`config.mk`:
```
export PLATFORM = sky130hd
export DESIGN_NAME = pixel_line_doubler
export DESIGN_NICKNAME = d
export VERILOG_FILES = /design/src/rtl/gpu_timing_pkg.sv /design/src/rtl/pixel_line_buffer.sv /design/src/rtl/pixel_line_doubler.sv
export SDC_FILE = /design/constraint.sdc
export NUM_CORES = 2
export LEC_CHECK = 0
export ABC_AREA = 0
export BUFFER_PORTS_ARGS = -buffer_cell sky130_fd_sc_hd__buf_2
export CAP_MARGIN = 25
export CORE_MARGIN = 2
export CORE_UTILIZATION = 45
export CTS_CLUSTER_SIZE = 28
export DETAILED_ROUTE_END_ITERATION = 6
export PLACE_DENSITY = 0.65
export SLEW_MARGIN = 0
export SYNTH_ARGS = -nofsm -noshare
export SYNTH_HDL_FRONTEND = slang
export SYNTH_SLANG_ARGS = --single-unit
export TNS_END_PERCENT = 1
```
`constraint.sdc`:
```
create_clock -name clk -period 6.5 [get_ports clk]
set_input_delay 0.325 -clock clk [delete_from_list [all_inputs] [get_ports clk]]
set_output_delay 0.325 -clock clk [all_outputs]
set_load 0.05 [all_outputs]
```
`src/rtl/gpu_timing_pkg.sv`:
```
// Shared display-timing and colour constants for the GPU read path.
// Also holds the pipeline slot types used by the pixel line doubler.
package gpu_timing_pkg;

    localparam int H_START      = 144;
    localparam int V_START      = 35;
    localparam int ACT_W        = 640;
    localparam int ACT_H        = 480;
    localparam int SRC_W        = 320;
    localparam int SRC_H        = 240;
    localparam int FRAME_PIXELS = SRC_W * SRC_H;
    localparam int LB_AW        = $clog2(SRC_W);

    localparam logic [7:0] BORDER_COL = 8'h00;
    localparam logic [7:0] UFLOW_COL  = 8'hE0;

    // What the middle pipeline stage must do with the slot it holds.
    typedef enum logic [2:0] {
        SLOT_BORDER,
        SLOT_POP,
        SLOT_UFLOW,
        SLOT_HOLD,
        SLOT_REPEAT
    } slotKind_e;

    typedef struct packed {
        logic             valid;
        slotKind_e        kind;
        logic [LB_AW-1:0] addr;
    } pixSlot_t;

endpackage

```
`src/rtl/pixel_line_buffer.sv`:
```
// One source line of pixels: simple dual-port RAM with a registered read.
// The same address is never read and written in one cycle, so no bypass.
module pixel_line_buffer
    import gpu_timing_pkg::*;
#(
    parameter int DEPTH = SRC_W,
    parameter int AW    = LB_AW,
    parameter int DW    = 8
) (
    input  logic          clk,
    input  logic          wrEn_i,
    input  logic [AW-1:0] wrAddr_i,
    input  logic [DW-1:0] wrData_i,
    input  logic          rdEn_i,
    input  logic [AW-1:0] rdAddr_i,
    output logic [DW-1:0] rdData_o
);

    logic [DW-1:0] mem [DEPTH];
    logic [DW-1:0] rdData_q;

    // Write port and one-cycle synchronous read port.
    always_ff @(posedge clk) begin
        if (wrEn_i) begin
            mem[wrAddr_i] <= wrData_i;
        end
        if (rdEn_i) begin
            rdData_q <= mem[rdAddr_i];
        end
    end

    assign rdData_o = rdData_q;

endmodule

```
`src/rtl/pixel_line_doubler.sv`:
```
// Pops source pixels from the GPU read FIFO and emits a registered pixel
// stream, either 2x2 scaled (half-res) or 1:1 in the top-left window.
// Also drains leftover FIFO entries during vsync.
module pixel_line_doubler
    import gpu_timing_pkg::*;
(
    input  logic        clk,
    input  logic        reset,
    input  logic        pixel_en,
    input  logic [11:0] h_count,
    input  logic [11:0] v_count,
    input  logic        vsync,
    input  logic        half_res,
    input  logic [7:0]  fifo_rd_data,
    input  logic        fifo_empty,
    output logic        fifo_rd_en,
    output logic [7:0]  pixel_out,
    output logic        pixel_valid,
    output logic        underflow,
    input  logic        clr_uflow
);

    logic [11:0]      hx;
    logic [11:0]      vy;
    logic             active;
    logic             inSrc;
    logic             fetchRow;
    logic             repeatRow;
    logic             popNeeded;
    logic             uflowSet;
    logic [LB_AW-1:0] sxAddr;

    logic             halfMode_q;
    logic             vsyncPrev_q;
    pixSlot_t         slot_d;
    pixSlot_t         slot_q;
    logic [7:0]       srcPix;
    logic [7:0]       heldPix_q;
    logic [7:0]       pixOut_q;
    logic             pixValid_q;
    logic             underflow_d;
    logic             underflow_q;

    logic             lbWrEn;
    logic             lbRdEn;
    logic [7:0]       lbRdData;

    // Out-of-range counts wrap to large unsigned values and fail the window tests.
    assign hx = h_count - 12'(H_START);
    assign vy = v_count - 12'(V_START);

    // Decode window membership, source column and row type for the current position.
    always_comb begin
        active = (hx < 12'(ACT_W)) && (vy < 12'(ACT_H));
        if (halfMode_q) begin
            inSrc  = active;
            sxAddr = hx[LB_AW:1];
        end else begin
            inSrc  = (hx < 12'(SRC_W)) && (vy < 12'(SRC_H));
            sxAddr = hx[LB_AW-1:0];
        end
        fetchRow  = inSrc && (!halfMode_q || !vy[0]);
        repeatRow = inSrc && halfMode_q && vy[0];
        popNeeded = pixel_en && fetchRow && (!halfMode_q || !hx[0]);
    end

    // A needed pop on an empty FIFO is skipped and flagged instead.
    assign uflowSet   = !reset && popNeeded && fifo_empty;
    assign fifo_rd_en = !reset && !fifo_empty && (popNeeded || vsync);

    assign lbRdEn = !reset && pixel_en && repeatRow;
    assign lbWrEn = !reset && slot_q.valid &&
                    ((slot_q.kind == SLOT_POP) || (slot_q.kind == SLOT_UFLOW));

    // Classify the slot entering the pipeline on each pixel strobe.
    always_comb begin
        slot_d.valid = pixel_en;
        slot_d.addr  = sxAddr;
        slot_d.kind  = SLOT_BORDER;
        if (popNeeded) begin
            slot_d.kind = fifo_empty ? SLOT_UFLOW : SLOT_POP;
        end else if (pixel_en && fetchRow) begin
            slot_d.kind = SLOT_HOLD;
        end else if (pixel_en && repeatRow) begin
            slot_d.kind = SLOT_REPEAT;
        end
    end

    // Pick the source pixel for the slot now in the middle stage.
    always_comb begin
        srcPix = BORDER_COL;
        case (slot_q.kind)
            SLOT_POP:    srcPix = fifo_rd_data;
            SLOT_UFLOW:  srcPix = UFLOW_COL;
            SLOT_HOLD:   srcPix = heldPix_q;
            SLOT_REPEAT: srcPix = lbRdData;
            default:     srcPix = BORDER_COL;
        endcase
    end

    // Set has priority over clear; reset is applied in the register.
    always_comb begin
        underflow_d = underflow_q;
        if (uflowSet) begin
            underflow_d = 1'b1;
        end else if (clr_uflow) begin
            underflow_d = 1'b0;
        end
    end

    // Pixel pipeline: slot register, held pixel for horizontal doubling, output register.
    always_ff @(posedge clk) begin
        if (reset) begin
            slot_q     <= '0;
            heldPix_q  <= BORDER_COL;
            pixOut_q   <= BORDER_COL;
            pixValid_q <= 1'b0;
        end else begin
            slot_q     <= slot_d;
            pixValid_q <= slot_q.valid;
            if (slot_q.valid) begin
                pixOut_q <= srcPix;
            end
            if (lbWrEn) begin
                heldPix_q <= srcPix;
            end
        end
    end

    // Mode is only taken on a vsync rising edge so a frame never changes mode midway.
    always_ff @(posedge clk) begin
        if (reset) begin
            halfMode_q  <= 1'b0;
            vsyncPrev_q <= 1'b0;
        end else begin
            vsyncPrev_q <= vsync;
            if (vsync && !vsyncPrev_q) begin
                halfMode_q <= half_res;
            end
        end
    end

    // Sticky underflow flag.
    always_ff @(posedge clk) begin
        if (reset) begin
            underflow_q <= 1'b0;
        end else begin
            underflow_q <= underflow_d;
        end
    end

    pixel_line_buffer #(
        .DEPTH (SRC_W),
        .AW    (LB_AW),
        .DW    (8)
    ) u_lineBuf (
        .clk      (clk),
        .wrEn_i   (lbWrEn),
        .wrAddr_i (slot_q.addr),
        .wrData_i (srcPix),
        .rdEn_i   (lbRdEn),
        .rdAddr_i (sxAddr),
        .rdData_o (lbRdData)
    );

    assign pixel_out   = pixOut_q;
    assign pixel_valid = pixValid_q;
    assign underflow   = underflow_q;

endmodule

```
==> results_dict.tcl <==
set metrics [dict create \
    outcome "complete, no violations" \
    slew-limit-headroom 0.231 \
    final.setup_skew_ns 0.0646 \
    rsz0062_at_grt "no" \
    ff2ff_setup_slack_ns 1.06 \
    detailedPlacementHpwl_um 175000 \
    layout_common_cells "edfxtp_1, nand2_1, a21oi_1" \
    finalCritPeriodShare 0.836 \
    synth.top_cells.by_area "edfxtp_1, nand2_1, o221ai_1" \
    synth_top_area_cell "edfxtp_1" \
    detailroute.via_count 64930 \
    mux_contribution_to_synthesized_area 0.0415 \
    fp.coreArea_mm2 0.228 \
    cts-htree-levels 5 \
    power.internal_mw 27.2 \
    total_of_max_cap_violations 0 \
    worstSkewPairLatency_ns 0.95 \
    cts.sink_count 2601 \
    initial_antenna_violation_count 12 \
    core.rowCount 175 \
    syn_inst 6818 \
    tritoncts_clock_tree "yes" \
    synthesis.nets 6858 \
    die_area_mm2 0.233 \
    maxClockFrequency_ghz 0.184 \
    cts.repair_timing.setup_buffer_count 0 \
    worstPathArrival_ns 6.10 \
    drt_wl_total_um 303000 \
    finalSetupTns_ns 0 \
    fillCellCount 18535 \
    grt.total_usage 0.252 \
    worstSetupPathType "reg2reg" \
    clock_power_share 0.421 \
    worst_ep_required_time_ns 7.17 \
    yosys.area.top_type_share 0.746 \
    layout_commonest_cell "edfxtp_1" \
    drtPass1Iterations 6 \
    syn_area_per_cell_um2 15.2 \
    grt_pass1_wl_um 438000 \
    post_synth_instance_area_mm2 0.103 \
    grt_max_degree 177 \
    synth-xor-area-share 0.000751 \
    antenna_left 0 \
    synth-simple-area-share 0.0708 \
    numCtsBuffers 279 \
    p_per_area_mw_per_mm2 305 \
    synth-edff-count 2568 \
    ys.flop_type "edfxtp_1" \
    seq_power_share 0.516 \
    drive_gt1_frac 0.119 \
    final_cells 9997 \
    fin_nets 6831 \
    part_of_the_yosys_area_used_for_sequential_elements 0.753 \
    wl_per_cell_um 30.3 \
    port_buffers 49 \
    synth_top_family_by_area "compound AO/OA/AOI/OAI gates" \
    worst-path-max-fanout 53 \
    finish_stage_setup_viols 0 \
    yosysWarningCount 0 \
    yosys_register_bits 2601 \
    floorplan_die_height_um 483 \
    peakVddDrop_uv 296 \
    ctsRootBufferMaster "clkbuf_16" \
    first_global_vias 61544 \
    power.share.combinational 0.064 \
    power.static_leakage_nw 35.4 \
    vias_per_instance 6.49 \
    regArea_mm2 0.0778 \
    effective_utilization_at_floorplan 0.454 \
    die_w_um 483 \
    detailedRoute.firstIterationViolations 10292 \
    place_congestion 0.898 \
    synth-compound-area-share 0.112 \
    cts_hold_buf 22 \
    num_io_pins 50 \
    synth-async-reset-ratio 0 \
    ys_types 80 \
    drcViolationCount 0 \
    crit_end_category "flip-flop" \
    hold_viol_final 0 \
    power_switching_share 0.227 \
    syn_to_final_growth_pct 11.7 \
    post_cts_resized 0 \
    cts_max_path_buffers 4 \
    worstMarginPinSlew_ns 1.15 \
    hold_class "in2reg" \
    worstSetupStartpointType "flip-flop" \
    maxSlewViolCount 0 \
    multi_input_area_mm2 0.0236 \
    cts.clk_slew.worst_paths_ns 0.06 \
    hold_ws_ns 0.0597 \
    p_sw_mw 8.00 \
    synthAdderAreaFrac 0.000121 \
    finalWorstPathRequiredPeriod_ns 5.44 \
    placedCellCount 9491 \
    grt_overflow_total 0 \
]
-- registers in the layout (all words and copies together), names as in the netlist --
| signal | cells |
|---|---|
| halfMode_q | 1 |
| heldPix_q | 8 |
| pixel_out | 8 |
| pixel_valid | 1 |
| slot_q | 13 |
| u_lineBuf.mem | 2560 |
| u_lineBuf.rdData_o | 8 |
| underflow | 1 |
| vsyncPrev_q | 1 |
-- synth_stat cells, types with 8 or more instances --
library cell  number
a2111o_1           8
a211oi_1          22
a21boi_0          64
a21o_1            15
a21oi_1          500
a221oi_1          37
a22o_1            18
a22oi_1           37
a31o_2            12
a31oi_1           86
a32oi_1           37
and2_1             9
and3_1            34
buf_1             85
buf_2            151
clkbuf_1         268
dfxtp_1           33
edfxtp_1        2568
inv_1             28
mux2_2           113
mux2i_1           74
mux4_2            99
nand2_1          870
nand2b_1           8
nand3_1          200
nand3b_1          11
nand4_1           22
nor2_1           413
nor2b_1           44
nor3_1            52
nor3b_1            9
nor4_1            18
o2111ai_1         32
o211ai_1          66
o21ai_0           36
o221a_2            8
o221ai_1         360
o22a_1            23
o22ai_1          184
o31ai_1           39
or3_1              8
-- routing by layer --
| metal | track usage | wire length (um) |
|---|---|---|
| met3 | 0.0586 | 35800 |
| met2 | 0.379 | 137000 |
| met1 | 0.358 | 118000 |
| met5 | 0 | 52 |
| met4 | 0.0959 | 12200 |
-- worst max-delay path: stages (launching register included) --
cell and delay, ns:
dfxtp_4 0.87, buf_4 0.50, mux2_4 0.84, mux4_2 0.42, o2111ai_1 0.46, nand3_1 0.22
a211oi_1 0.80, o311ai_1 0.34, a2111o_1 0.49
-- power groups by stage --
stage                     Clock (mW)  Sequential [mW]  Combinational [mW]
after CTS                       14.9             18.2                2.18
after global placement             0             18.5                2.15
final                           14.8             18.2                2.25
after detailed placement           0             18.5                2.17
after global routing            15.6             18.2                2.33
after floorplan                    0             18.5                1.30
-- final timing paths --
kind	end	from	cells after the start
hold / removal	u_lineBuf.rdData_o[5]	h_count[11]	4
setup / recovery	u_lineBuf.rdData_o[6]	halfMode_q	8
hold reg to reg	heldPix_q[6]	heldPix_q[6]	2
setup reg to reg	u_lineBuf.rdData_o[6]	halfMode_q	8
-- logic make-up after synthesis --
kind of cell | after synthesis
flops | 2601
simple gates | 1721
compound gates | 1651
buf+inv | 547
mux | 289
xor+xnor | 8
fa+ha+maj | 1
-- layout make-up --
cell class                 instances  area share
antenna                            4   0.0000867
clock buffer                     353      0.0640
clock inverter                   121     0.00784
inverter                          30     0.00152
multi-input combinational       3670       0.204
sequential                      2601       0.674
tap                             3009      0.0326
timing repair buffer             209      0.0156
-- through the flow --
step	instance area (um^2)	total power, mW	utilization	setup WS (ns)
finish	115000	35.2	0.507	1.06
detailed placement	107000	20.7	0.469	1.26
floorplan	103000	19.8	-	0.954
global placement	107000	20.7	0.469	1.30
CTS	115000	35.3	0.506	1.22
global route	115000	36.1	0.507	1.13
(Power assumes the default switching activity.)
